==> config.mk <==
export PLATFORM = sky130hd
export DESIGN_NAME = interrupt_controller_flat
export DESIGN_NICKNAME = d
export VERILOG_FILES = /design/src/rtl/irq_pkg.sv /design/src/rtl/interrupt_controller_if.sv /design/src/rtl/irq_edge_latch.sv /design/src/rtl/interrupt_controller.sv /design/src/flat_wrapper.sv
export SDC_FILE = /design/constraint.sdc
export NUM_CORES = 1
export LEC_CHECK = 0
export ABC_AREA = 1
export CELL_PAD_IN_SITES_DETAIL_PLACEMENT = 1
export CELL_PAD_IN_SITES_GLOBAL_PLACEMENT = 1
export CORE_MARGIN = 2
export CORE_UTILIZATION = 26
export DETAILED_ROUTE_END_ITERATION = 12
export PLACE_DENSITY_LB_ADDON = 0.1
export SKIP_LAST_GASP = 1
export SLEW_MARGIN = 20
export SYNTH_ARGS = -nofsm -noshare
export SYNTH_HDL_FRONTEND = slang
export SYNTH_SLANG_ARGS = --single-unit
==> constraint.sdc <==
create_clock -name clk -period 1.3 [get_ports clk]
set_input_delay 0.26 -clock clk [delete_from_list [all_inputs] [get_ports clk]]
set_output_delay 0.26 -clock clk [all_outputs]
set_load 0.05 [all_outputs]
==> src/rtl/irq_pkg.sv <==
// Shared definitions for the interrupt controller: default geometry,
// entrance vectors, FSM state encoding and the priority encoder.
package irq_pkg;

  localparam int          NUM_SRC_DEFAULT = 3;
  localparam logic [31:0] VEC0_DEFAULT    = 32'h0000_0400;
  localparam logic [31:0] VEC1_DEFAULT    = 32'h0000_0800;
  localparam logic [31:0] VEC2_DEFAULT    = 32'h0000_0C00;

  typedef enum logic [1:0] {
    ST_IDLE    = 2'd0,
    ST_TAKE    = 2'd1,
    ST_SERVICE = 2'd2
  } irq_state_e;

  // Index of the highest set bit (highest index = highest priority);
  // returns 0 for an all-zero input, so callers test for "any" separately.
  function automatic logic [4:0] prio_enc(input logic [31:0] v);
    logic [4:0] idx;
    idx = '0;
    for (int i = 0; i < 32; i++) begin
      if (v[i]) idx = 5'(i);
    end
    return idx;
  endfunction

endpackage

==> src/rtl/interrupt_controller_if.sv <==
// Bus between the core / I/O request lines and the interrupt controller.
// master: core side (drives requests, mask writes, pc_next, eret, halt).
// slave : the controller itself.
interface interrupt_controller_if #(
  parameter int NUM_SRC = irq_pkg::NUM_SRC_DEFAULT
);
  logic [NUM_SRC-1:0] irq_in;
  logic               mask_we;
  logic [NUM_SRC-1:0] mask_din;
  logic [31:0]        pc_next;
  logic               eret;
  logic               halt;
  logic               take;
  logic [31:0]        vector;
  logic [31:0]        epc;
  logic [NUM_SRC-1:0] in_service;
  logic [NUM_SRC-1:0] pending;
  logic [NUM_SRC-1:0] mask;

  modport master (
    output irq_in, mask_we, mask_din, pc_next, eret, halt,
    input  take, vector, epc, in_service, pending, mask
  );

  modport slave (
    input  irq_in, mask_we, mask_din, pc_next, eret, halt,
    output take, vector, epc, in_service, pending, mask
  );
endinterface

==> src/rtl/irq_edge_latch.sv <==
// Per-source rising-edge detector with a sticky pending flag.
// A clear coinciding with a new edge wins: that edge is dropped.
module irq_edge_latch (
  input  logic clk,
  input  logic rst,
  input  logic irq_i,
  input  logic clr_i,
  output logic pending_o
);

  logic prev_q;
  logic pending_q, pending_d;

  // Next pending: clear beats set, set on 0->1 of the sampled line
  always_comb begin
    pending_d = pending_q;
    if (clr_i)               pending_d = 1'b0;
    else if (irq_i && !prev_q) pending_d = 1'b1;
  end

  // History and pending registers
  always_ff @(posedge clk) begin
    if (rst) begin
      prev_q    <= 1'b0;
      pending_q <= 1'b0;
    end else begin
      prev_q    <= irq_i;
      pending_q <= pending_d;
    end
  end

  assign pending_o = pending_q;

endmodule

==> src/rtl/interrupt_controller.sv <==
// Prioritised, CP0-style interrupt controller for the single-cycle core.
// Latches request edges, masks them, and on a take redirects the PC fetch
// mux to the winner's vector for one cycle while saving the return PC.
// Optional macro IRQ_NESTING_EN: strictly-higher-priority preemption with
// an EPC stack of depth NUM_SRC-1; undefined = non-nesting, no stack.
module interrupt_controller
  import irq_pkg::*;
#(
  parameter int          NUM_SRC = NUM_SRC_DEFAULT,
  parameter logic [31:0] VEC0    = VEC0_DEFAULT,
  parameter logic [31:0] VEC1    = VEC1_DEFAULT,
  parameter logic [31:0] VEC2    = VEC2_DEFAULT
) (
  input logic                  clk,
  input logic                  rst,
  interrupt_controller_if.slave bus
);

  localparam int IDX_W = (NUM_SRC > 1) ? $clog2(NUM_SRC) : 1;

  irq_state_e         state_q, state_d;
  logic [IDX_W-1:0]   winner_q, winner_d;
  logic [31:0]        epc_q, epc_d;
  logic [NUM_SRC-1:0] in_service_q, in_service_d;
  logic [NUM_SRC-1:0] mask_q, mask_d;
  logic [NUM_SRC-1:0] pending;
  logic [NUM_SRC-1:0] eligible;
  logic [NUM_SRC-1:0] win_oh;
  logic [NUM_SRC-1:0] clr;
  logic [4:0]         elig_win;
  logic               elig_any;
  logic               taking;
  logic               eret_svc;

  function automatic logic [31:0] vec_of(input logic [IDX_W-1:0] idx);
    case (int'(idx))
      0:       return VEC0;
      1:       return VEC1;
      2:       return VEC2;
      default: return 32'h0;
    endcase
  endfunction

  assign eligible = pending & mask_q;
  assign elig_any = |eligible;
  assign elig_win = prio_enc(32'(eligible));
  assign taking   = (state_q == ST_TAKE);
  assign eret_svc = (state_q == ST_SERVICE) && bus.eret;

  // One-hot of the registered winner; drives the pending clear on take
  always_comb begin
    win_oh = '0;
    for (int i = 0; i < NUM_SRC; i++) win_oh[i] = (int'(winner_q) == i);
  end

  assign clr = taking ? win_oh : '0;

  for (genvar g = 0; g < NUM_SRC; g++) begin : g_src
    irq_edge_latch u_latch (
      .clk       (clk),
      .rst       (rst),
      .irq_i     (bus.irq_in[g]),
      .clr_i     (clr[g]),
      .pending_o (pending[g])
    );
  end

`ifdef IRQ_NESTING_EN
  localparam int STK_D  = (NUM_SRC > 1) ? NUM_SRC - 1 : 1;
  localparam int STK_IW = (STK_D > 1) ? $clog2(STK_D) : 1;
  localparam int SP_W   = $clog2(STK_D + 1);

  logic [31:0]        stk_q [STK_D];
  logic [SP_W-1:0]    sp_q, sp_d;
  logic [4:0]         svc_top;
  logic [NUM_SRC-1:0] svc_oh;
  logic [NUM_SRC-1:0] svc_left;
  logic               preempt;
  logic               push;
  logic               pop;

  assign svc_top = prio_enc(32'(in_service_q));

  // One-hot of the highest source currently in service
  always_comb begin
    svc_oh = '0;
    for (int i = 0; i < NUM_SRC; i++) svc_oh[i] = (int'(svc_top) == i);
  end

  assign svc_left = in_service_q & ~svc_oh;
  assign preempt  = elig_any && !bus.halt && (elig_win > svc_top);
  assign push     = taking && (in_service_q != '0);
  assign pop      = eret_svc && (sp_q != '0);

  // Stack pointer next state
  always_comb begin
    sp_d = sp_q;
    if (push)     sp_d = sp_q + SP_W'(1);
    else if (pop) sp_d = sp_q - SP_W'(1);
  end

  // Stack pointer register
  always_ff @(posedge clk) begin
    if (rst) sp_q <= '0;
    else     sp_q <= sp_d;
  end

  // EPC stack storage; contents are meaningless below an empty pointer
  always_ff @(posedge clk) begin
    if (push) stk_q[STK_IW'(sp_q)] <= epc_q;
  end
`endif

  // FSM next state and winner capture
  always_comb begin
    state_d  = state_q;
    winner_d = winner_q;
    case (state_q)
      ST_IDLE: begin
        if (elig_any && !bus.halt) begin
          state_d  = ST_TAKE;
          winner_d = IDX_W'(elig_win);
        end
      end
      ST_TAKE: state_d = ST_SERVICE;
      ST_SERVICE: begin
`ifdef IRQ_NESTING_EN
        if (bus.eret) begin
          if (svc_left == '0) state_d = ST_IDLE;
        end else if (preempt) begin
          state_d  = ST_TAKE;
          winner_d = IDX_W'(elig_win);
        end
`else
        if (bus.eret) state_d = ST_IDLE;
`endif
      end
      default: state_d = ST_IDLE;
    endcase
  end

  // EPC, in-service set and mask next state
  always_comb begin
    epc_d        = epc_q;
    in_service_d = in_service_q;
    mask_d       = bus.mask_we ? bus.mask_din : mask_q;
    if (taking) begin
      epc_d        = bus.pc_next;
      in_service_d = in_service_q | win_oh;
    end else if (eret_svc) begin
`ifdef IRQ_NESTING_EN
      in_service_d = svc_left;
      if (pop) epc_d = stk_q[STK_IW'(sp_q - SP_W'(1))];
`else
      in_service_d = '0;
`endif
    end
  end

  // Control and context registers
  always_ff @(posedge clk) begin
    if (rst) begin
      state_q      <= ST_IDLE;
      winner_q     <= '0;
      epc_q        <= '0;
      in_service_q <= '0;
      mask_q       <= '0;
    end else begin
      state_q      <= state_d;
      winner_q     <= winner_d;
      epc_q        <= epc_d;
      in_service_q <= in_service_d;
      mask_q       <= mask_d;
    end
  end

  assign bus.take       = taking;
  assign bus.vector     = taking ? vec_of(winner_q) : 32'h0;
  assign bus.epc        = epc_q;
  assign bus.in_service = in_service_q;
  assign bus.pending    = pending;
  assign bus.mask       = mask_q;

endmodule
==> src/flat_wrapper.sv <==
// flat-port wrapper written by rule: the top's interface ports become plain ports
module interrupt_controller_flat import irq_pkg::*;
#(
  parameter int          NUM_SRC = NUM_SRC_DEFAULT,
  parameter logic [31:0] VEC0    = VEC0_DEFAULT,
  parameter logic [31:0] VEC1    = VEC1_DEFAULT,
  parameter logic [31:0] VEC2    = VEC2_DEFAULT
)
  (clk, rst, bus_irq_in, bus_mask_we, bus_mask_din, bus_pc_next, bus_eret, bus_halt, bus_take, bus_vector, bus_epc, bus_in_service, bus_pending, bus_mask);
  interrupt_controller_if #(.NUM_SRC(NUM_SRC)) bus_i ();
  input logic clk;
  input logic rst;
  input wire logic [$bits(bus_i.irq_in)-1:0] bus_irq_in;
  input wire logic [$bits(bus_i.mask_we)-1:0] bus_mask_we;
  input wire logic [$bits(bus_i.mask_din)-1:0] bus_mask_din;
  input wire logic [$bits(bus_i.pc_next)-1:0] bus_pc_next;
  input wire logic [$bits(bus_i.eret)-1:0] bus_eret;
  input wire logic [$bits(bus_i.halt)-1:0] bus_halt;
  output wire logic [$bits(bus_i.take)-1:0] bus_take;
  output wire logic [$bits(bus_i.vector)-1:0] bus_vector;
  output wire logic [$bits(bus_i.epc)-1:0] bus_epc;
  output wire logic [$bits(bus_i.in_service)-1:0] bus_in_service;
  output wire logic [$bits(bus_i.pending)-1:0] bus_pending;
  output wire logic [$bits(bus_i.mask)-1:0] bus_mask;
  assign bus_i.irq_in = bus_irq_in;
  assign bus_i.mask_we = bus_mask_we;
  assign bus_i.mask_din = bus_mask_din;
  assign bus_i.pc_next = bus_pc_next;
  assign bus_i.eret = bus_eret;
  assign bus_i.halt = bus_halt;
  assign bus_take = bus_i.take;
  assign bus_vector = bus_i.vector;
  assign bus_epc = bus_i.epc;
  assign bus_in_service = bus_i.in_service;
  assign bus_pending = bus_i.pending;
  assign bus_mask = bus_i.mask;
  interrupt_controller #(.NUM_SRC(NUM_SRC), .VEC0(VEC0), .VEC1(VEC1), .VEC2(VEC2)) u_core (.clk(clk), .rst(rst), .bus(bus_i));
endmodule
==> summary by stage, run 1 <==
Hold path
The kind of path behind the tightest hold check is in2reg. The worst hold endpoint is u_core.g_src[2].u_latch.prev_q. The cell count of the worst hold path is 3. The worst hold path begins at bus_irq_in[2].

Timing
Once routing completed, OpenROAD measured the worst setup slack at -0.226 ns. The count of pins over their slew limit is 0. The part of the cycle the worst path needs is 117%. Static timing analysis puts the maximum clock frequency at 656 MHz. The smallest clock period supported by the final layout is computed as 1.53 ns.

The worst clock skew is 0.00836 ns. The final-layout setup total negative slack is -0.642 ns. The total count of hold-check failures in the final report is 0. The final setup violation count is 3. Setup repair after global routing could not meet its margin everywhere.

Final layout
The filler cells instantiated in the layout total 891. The antenna diode instance count is 0. The cell area after layout is 3550 sq um.

The layout cell share with drive strength beyond 1 is 25.3%. The area added between synthesis and finish is 73.2%. The net count of the finished layout is 400.

Floorplanning
The number of top-level pins is 117. After floorplanning, the core was sized to cover 7690 sq um. The vertical die dimension is 92.8 microns. The initialized floorplan defines 32 standard-cell rows. The die covers 8610 sq um.

From left edge to right edge, the die measures 92.8 microns. For this configuration, the core starts out at a cell density of 26.7%.

Yosys
The largest area contributor in the netlist is sky130_fd_sc_hd__dfxtp_1. Ranked by total cell area, the synthesized netlist is headed by sky130_fd_sc_hd__dfxtp_1 47%, sky130_fd_sc_hd__nor2_1 15%, sky130_fd_sc_hd__buf_4 13%. The number of distinct standard cells referenced by the synthesized netlist is 20.

Counting instances in the post-synthesis netlist gives the leading cell types as 82 x sky130_fd_sc_hd__nor2_1, 48 x sky130_fd_sc_hd__dfxtp_1, 35 x sky130_fd_sc_hd__buf_4. The synthesized design contains 0 enable-type register cells. For this run, the register share of the synthesized area comes to 46.9%. A synthesized cell averages 7.95 sq um. Counting every instance in the synthesized netlist gives 258. The synthesized design contains 48 register bits.

The top cell type by area accounts for 46.9% of the synthesized area. Yosys instantiated no cell more often than sky130_fd_sc_hd__nor2_1. After synthesis the cells add up to 2050 sq um. Counting flops with an async set or reset pin after synthesis yields a share of 0%.

For this run, the leading register cell type out of synthesis is sky130_fd_sc_hd__dfxtp_1. The number of warning messages in the yosys log is 0.

Setup path
For this design, the slowest cell found on the critical path is sky130_fd_sc_hd__dfxtp_2. Together, buffers and inverters on the worst path number 2. The critical path goes through buf_4, ha_1, a21oi_4, buf_12. The required time of the critical path is 1.04 ns.

The capturing point of the worst reg2reg path is u_core.bus.in_service[1]. The type of element launching the critical path is a flop. Grouping stages by cell kind, the critical path spends the most delay in flip-flops. The beginning of the critical path is u_core.winner_q[0]. The startpoint of the most critical register-to-register path is u_core.state_q[1]. Counting cells, the worst reg-to-reg path comes to 6. The highest cell delay on the worst timing path is 0.33 ns. The biggest fanout along the worst timing path is 3. The critical path capture point type is an output port. The worst reg-to-reg setup slack is 0.08 ns. The critical path class is reg2out. Data arrives at the worst endpoint at 1.27 ns.

CTS
The insertion delay to the later sink of the worst-skew pair is 0.30 ns. TritonCTS built the clock tree. The number of clock buffers added by TritonCTS is 5. The clock sink total is 48. The H-tree was split into 2 levels.

The clock tree buffer depth is 2. Clock tree synthesis selected as its root buffer the cell sky130_fd_sc_hd__clkbuf_8. The number of hold-repair buffers added at the cts stage is 0. The clock slew at the register clock pins of the worst setup and hold paths is 0.08 ns.

Placement
After detailed placement, the total cell area comes to 3360 sq um. The HPWL after detailed placement is 4.23 mm. The routability-driven placement congestion ratio is 0.678.

During placement, the flow inserted port buffers numbering 86.

Drt
The average vias per placed instance is 4.03. The number of vias in the routed layout is 1830. The final antenna-violating net count is 0. The sum of routed wire length over all layers is 5.61 mm.

The detailed router finished its first iteration with 31 violations. The number of design rule violations left after detail routing is 0. The first detailed-routing pass ran for 4 iterations.

The routed length per instance is 12.3 microns.

Global route
The pin count of the biggest net entering global routing is 24. The number of global-route vias before repair is 1810. After global routing the overflow that remains totals 0. The number of antenna violations at the first check in global routing was 0. The first-pass GRT wire length is 8.98 mm. Global routing consumed, over all layers together, 13.2% of the routing resources.

Run
Max-cap violations in this run came to 0.

Power and ir drop
The static leakage is 1.54 nW. In this run the power density over the cells is 1000 nW/um^2. The total power draw is 3.57 mW. The worst-case IR drop observed on VDD is 0.000420 V.

Outcome
The final reports fail on negative setup slack. The flow ran to the end, but the final reports show violations.
## area by class of cell
cell class                 count  area, sq um  area share, %
clock buffer                   5         68.8           1.94
clock inverter                 1         30.0          0.846
inverter                      15         56.3           1.59
multi-input combinational    179          842           23.7
sequential                    48          966           27.2
tap                          102          128           3.59
timing repair buffer         104         1460           41.1
## cells in the final DEF, fill, tap and decap left out, drive strengths merged
cell type and instances:
clkdlybuf4s50 42, nand3b 1, bufinv 1, nand2 12, ha 4, o21ba 1, dfxtp 48, buf 62
o21ai 38, conb 30, inv 15, clkbuf 5, a21oi 8, nand3 2, nor2 83
## through the flow
| step | setup WS [ns] | util (%) | hold WS (ns) | std cells |
|---|---|---|---|---|
| after floorplan | -0.122 | - | 0.385 | 287 |
| after global placement | 0.00766 | 43.7 | 0.486 | 442 |
| after detailed placement | -0.0212 | 43.7 | 0.501 | 442 |
| after CTS | -0.238 | 45.9 | 0.505 | 454 |
| after global routing | -0.281 | 46.2 | 0.517 | 454 |
| final | -0.226 | 46.2 | 0.506 | 454 |
## worst min-delay path, stage by stage
cell,delay (ns)
sky130_fd_sc_hd__clkdlybuf4s50_1,0.39
sky130_fd_sc_hd__inv_1,0.07
sky130_fd_sc_hd__nor2_1,0.04
## flip-flops by register name, indices dropped and copies added, names as in the netlist
signal,cells
u_core.bus.epc,32
u_core.bus.in_service,3
u_core.g_src.u_latch.pending_o,3
u_core.state_q,2
u_core.bus.mask,3
u_core.winner_q,2
u_core.g_src.u_latch.prev_q,3
## cell families after synthesis
kind of cell	after synthesis	synth area share (%)
AOI/OAI and AO/OA	47	12.1
other	1	0.183
DFF	48	46.9
buffers and inverters	60	19.7
and+or+nand+nor	98	18.7
adders and majority gates	4	2.44
## report_power, final
part           switching [mW]  internal (mW)  leakage (nW)
combinational           0.537          0.386          1.10
sequential             0.0644           1.53         0.393
clock                   0.493          0.553        0.0501
total                    1.09           2.47          1.54
## how the worst max path moves through the flow
stage | end | slack, ns | cells past startpoint
finish | bus_vector[10] | -0.23 | 4
global route | bus_vector[10] | -0.28 | 4
CTS | bus_vector[10] | -0.24 | 4
detailed placement | u_core.g_src[1].u_latch.pending_o | -0.02 | 5
global placement | u_core.bus.epc[0] | 0.008 | 5
floorplan | bus_vector[10] | -0.12 | 6
## timing repair
action	in CTS	in global routing
buffers inserted	6	0
endpoints found under the setup margin	3	26
pin swaps	4	0
resized for setup	11	6
cloned	0	0
## per-layer routing
metal | vias to the layer above | wire length, microns | track usage (%)
met4 | 0 | 49 | 2.94
met2 | 66 | 2590 | 21.3
met5 | - | 0 | 0
met3 | 7 | 403 | 4.31
li1 | 930 | - | -
met1 | 827 | 2560 | 17.3
Power figures use the tool's default switching activity.
==> run 2: changes to the inputs <==
--- a/config.mk
+++ b/config.mk
@@ -11,6 +11,7 @@
 export CORE_MARGIN = 2
 export CORE_UTILIZATION = 26
 export DETAILED_ROUTE_END_ITERATION = 12
+export GPL_TIMING_DRIVEN = 0
 export PLACE_DENSITY_LB_ADDON = 0.1
 export SKIP_LAST_GASP = 1
 export SLEW_MARGIN = 20
==> constraint.sdc (replaced) <==
create_clock -name clk -period 1.63 [get_ports clk]
set_input_delay 0.326 -clock clk [delete_from_list [all_inputs] [get_ports clk]]
set_output_delay 0.326 -clock clk [all_outputs]
set_load 0.05 [all_outputs]
==> run 2 against run 1 <==
The run still ends with negative setup slack left. Clock-buffer cell count up 3. Register-to-register slack better by 0.28 ns. Via count up 3.8%. Sequential share of layout area up 2.5 points. Routed wire length down 0.73%. Non-clock buffer count up 32. Sequential cell count unchanged. Sequential power down 22%. Worst setup slack better by 0.17 ns. Final cell count up 7.5%. Die area unchanged. Critical path type unchanged. Largest cell class unchanged. Largest power group unchanged. Highest routed layer unchanged.
==> summary by stage, run 2 (synthesis gave the netlist of run 1 again) <==
Outcome
The flow ran to the end, but the final reports show violations. The final reports fail on negative setup slack.

Drt
The DRC marker count from the first detailed-route iteration is 39. For this run, the detailed router's first-pass iteration total came to 4. Dividing the detail-routed wire length by the instance count gives 11.4 microns.

The detail route stage leaves a number of antenna-violating nets equal to 0. The average vias per placed instance is 3.89. The routed layout has 1900 vias. The number of design rule violations left after detail routing is 0.

The routed design has 5.57 mm of wire.

Power and ir drop
The power per unit of standard cell area is 813 nW/um^2. Net switching is 31.8% of the power. The portion of total power attributed to combinational logic is 25.5%. The part of the power in the clock network is 27.5%. Summed over all nets, the switching power comes to 0.842 mW. The register share of total power is 47.1%. For this design the static power due to leakage is 1.68 nW. The maximum ir drop on the vdd rail is 0.000302 V. Cell internal power was estimated by the tool at 1.81 mW.

Placement
The number of input and output port buffers inserted is 85. At the end of routability-driven placement, the weighted congestion stood at 0.644. Summed over all nets, the half-perimeter wirelength after detailed placement is 4.18 mm. Timing analysis after detailed placement gives a worst setup slack of -0.513 ns.

Run
The max-cap check violation count is 0.

Final layout
The net count of the finished layout is 432. The number of flip-flops under the largest register name is 32. The layout cell share with drive strength beyond 1 is 19.7%.

0 antenna diodes ended up in the layout. The most common cell after layout, fill and taps aside is sky130_fd_sc_hd__nor2_1. Leaving out fill and tap cells, the most frequent cells in the layout are 81 x sky130_fd_sc_hd__nor2_1, 44 x sky130_fd_sc_hd__dfxtp_1, 42 x sky130_fd_sc_hd__buf_4, 41 x sky130_fd_sc_hd__clkdlybuf4s50_1, 38 x sky130_fd_sc_hd__dlygate4sd2_1. The area added between synthesis and finish is 59.0%.

Setup path
The arrival time at the worst endpoint is 1.36 ns. The critical path class is reg2out. The required time of the critical path is 1.30 ns.

The highest cell delay on the worst timing path is 0.33 ns. Among all stages on the critical path, the largest delay is contributed by sky130_fd_sc_hd__dfxtp_2. STA classifies the critical path startpoint as a flop. Traced cell by cell, the critical path runs through inv_2, nor2_4, buf_6, buf_12, nand2_4, a21oi_4, buf_6. The biggest fanout along the worst timing path is 5.

The kind of cell with the highest combined delay on the critical path is buffers and inverters. In this design, the critical path's most frequently occurring cell is sky130_fd_sc_hd__buf_6. The number of buffer and inverter instances along the worst setup path is 4.

The critical path capture point type is an output port. The worst reg-to-reg setup slack is 0.36 ns.

Timing
At the pin with the least slew margin, the transition time is 0.515 ns. The count of pins over their slew limit is 0. The final setup violation count is 1.

Measured against its own limit, the worst slew margin works out to 65.8%. The part of the cycle the worst path needs is 104%. The setup slack after layout is -0.0598 ns. The worst clock skew is 0.00417 ns. Setup repair after global routing could not meet its margin everywhere. The achievable frequency is 592 MHz. The final critical-path required period is 1.69 ns.

For the final routed database, the setup TNS stands at -0.0598 ns. Hold timing on the final database bottoms out at a slack of 0.326 ns. The total count of hold-check failures in the final report is 0.

Floorplanning
The core region is 7690 sq um. For this configuration, the core starts out at a cell density of 26.7%. The die footprint is 8610 sq um. Measured along the x axis, the die boundary spans 92.8 microns. After floorplanning, the core was divided into 32 placement rows. The vertical die dimension is 92.8 microns. 117 I/O pins were placed.

CTS
TritonCTS built the clock tree. The clock reaches the later pin of the worst-skew pair after 0.29 ns. The clock passes through at most 2 buffers. The H-tree level count is 2. The clock sink total is 48.

In this run, CTS created clock tree buffers numbering 5. The clock slew at the register clock pins of the worst setup and hold paths is 0.08 ns. The CTS root buffer is sky130_fd_sc_hd__clkbuf_8.

Global route
The total routing usage reported by global routing is 13.2%. The number of global-route vias before repair is 1903. The pin count of the biggest net entering global routing is 18.

The number of antenna violations at the first check in global routing is 0. The first-pass GRT wire length is 9.07 mm. Summed over all layers, the global routing overflow is 0.

Hold path
The min-delay analysis places its worst path in the category in2reg.
==> run 2: cell count changes in the layout (fill, tap and decap cells not counted), moves of 3 or more <==
cell,previous run,this run
sky130_fd_sc_hd__buf_6,3,6
sky130_fd_sc_hd__dlygate4sd2_1,0,38
sky130_fd_sc_hd__buf_2,0,4
sky130_fd_sc_hd__inv_2,6,3
sky130_fd_sc_hd__inv_1,9,12
sky130_fd_sc_hd__buf_12,45,1
sky130_fd_sc_hd__buf_4,14,42
==> run 2: what timing repair did <==
action                                  CTS  global route
endpoints found under the setup margin   44             4
endpoints found under the hold margin     0             0
gates resized for setup                  69             8
buffers inserted                          3             4
pin swaps                                 0             2
cloned                                    0             0
hold buffers                              0             0
==> run 2: stage by stage <==
step	instance area (sq um)	total power [mW]	cells	utilization (%)
after floorplan	2170	1.75	287	-
after global placement	3150	1.97	474	41.0
after detailed placement	3150	1.97	474	41.0
after CTS	3220	2.71	484	41.8
after global routing	3260	2.81	488	42.4
final	3260	2.65	488	42.4
==> run 2: final timing paths <==
kind | end | start | cells after the start
setup / recovery | bus_vector[10] | u_core.state_q[0] | 7
hold / removal | u_core.winner_q[0] | rst | 2
setup reg to reg | u_core.bus.epc[24] | u_core.state_q[0] | 8
hold reg to reg | u_core.bus.in_service[2] | u_core.bus.in_service[2] | 2
==> run 2: cell type report <==
type,instances,area [sq um]
Clock buffer,8,90.1
Buffer,44,348
Inverter,15,56.3
Multi-Input combinational cell,179,810
Sequential cell,48,968
Timing Repair Buffer,92,861
Fill cell,976,4430
Tap cell,102,128
==> run 2: layer usage <==
layer / wire (microns) / up-vias / track usage [%]
met5: 0 / - / 0
met4: 34 / 0 / 3.68
met3: 401 / 4 / 3.82
met2: 2580 / 66 / 21.9
met1: 2550 / 837 / 16.6
li1: - / 993 / -
==> run 2: power by group through the flow <==
stage | sequential [mW] | clock [mW] | combinational, mW
after global routing | 1.25 | 0.834 | 0.717
after CTS | 1.25 | 0.783 | 0.672
after global placement | 1.28 | 0 | 0.690
after detailed placement | 1.28 | 0 | 0.693
after floorplan | 1.40 | 0 | 0.348
final | 1.25 | 0.729 | 0.675
==> run 2: worst register-to-register path, cell delays in order (launching register included) <==
cell and delay, ns:
sky130_fd_sc_hd__dfxtp_2 0.32, sky130_fd_sc_hd__inv_2 0.09, sky130_fd_sc_hd__nor2_4 0.05, sky130_fd_sc_hd__buf_6 0.12, sky130_fd_sc_hd__buf_4 0.13, sky130_fd_sc_hd__buf_4 0.14, sky130_fd_sc_hd__buf_6 0.14, sky130_fd_sc_hd__o21ai_1 0.12
sky130_fd_sc_hd__nor2_1 0.06
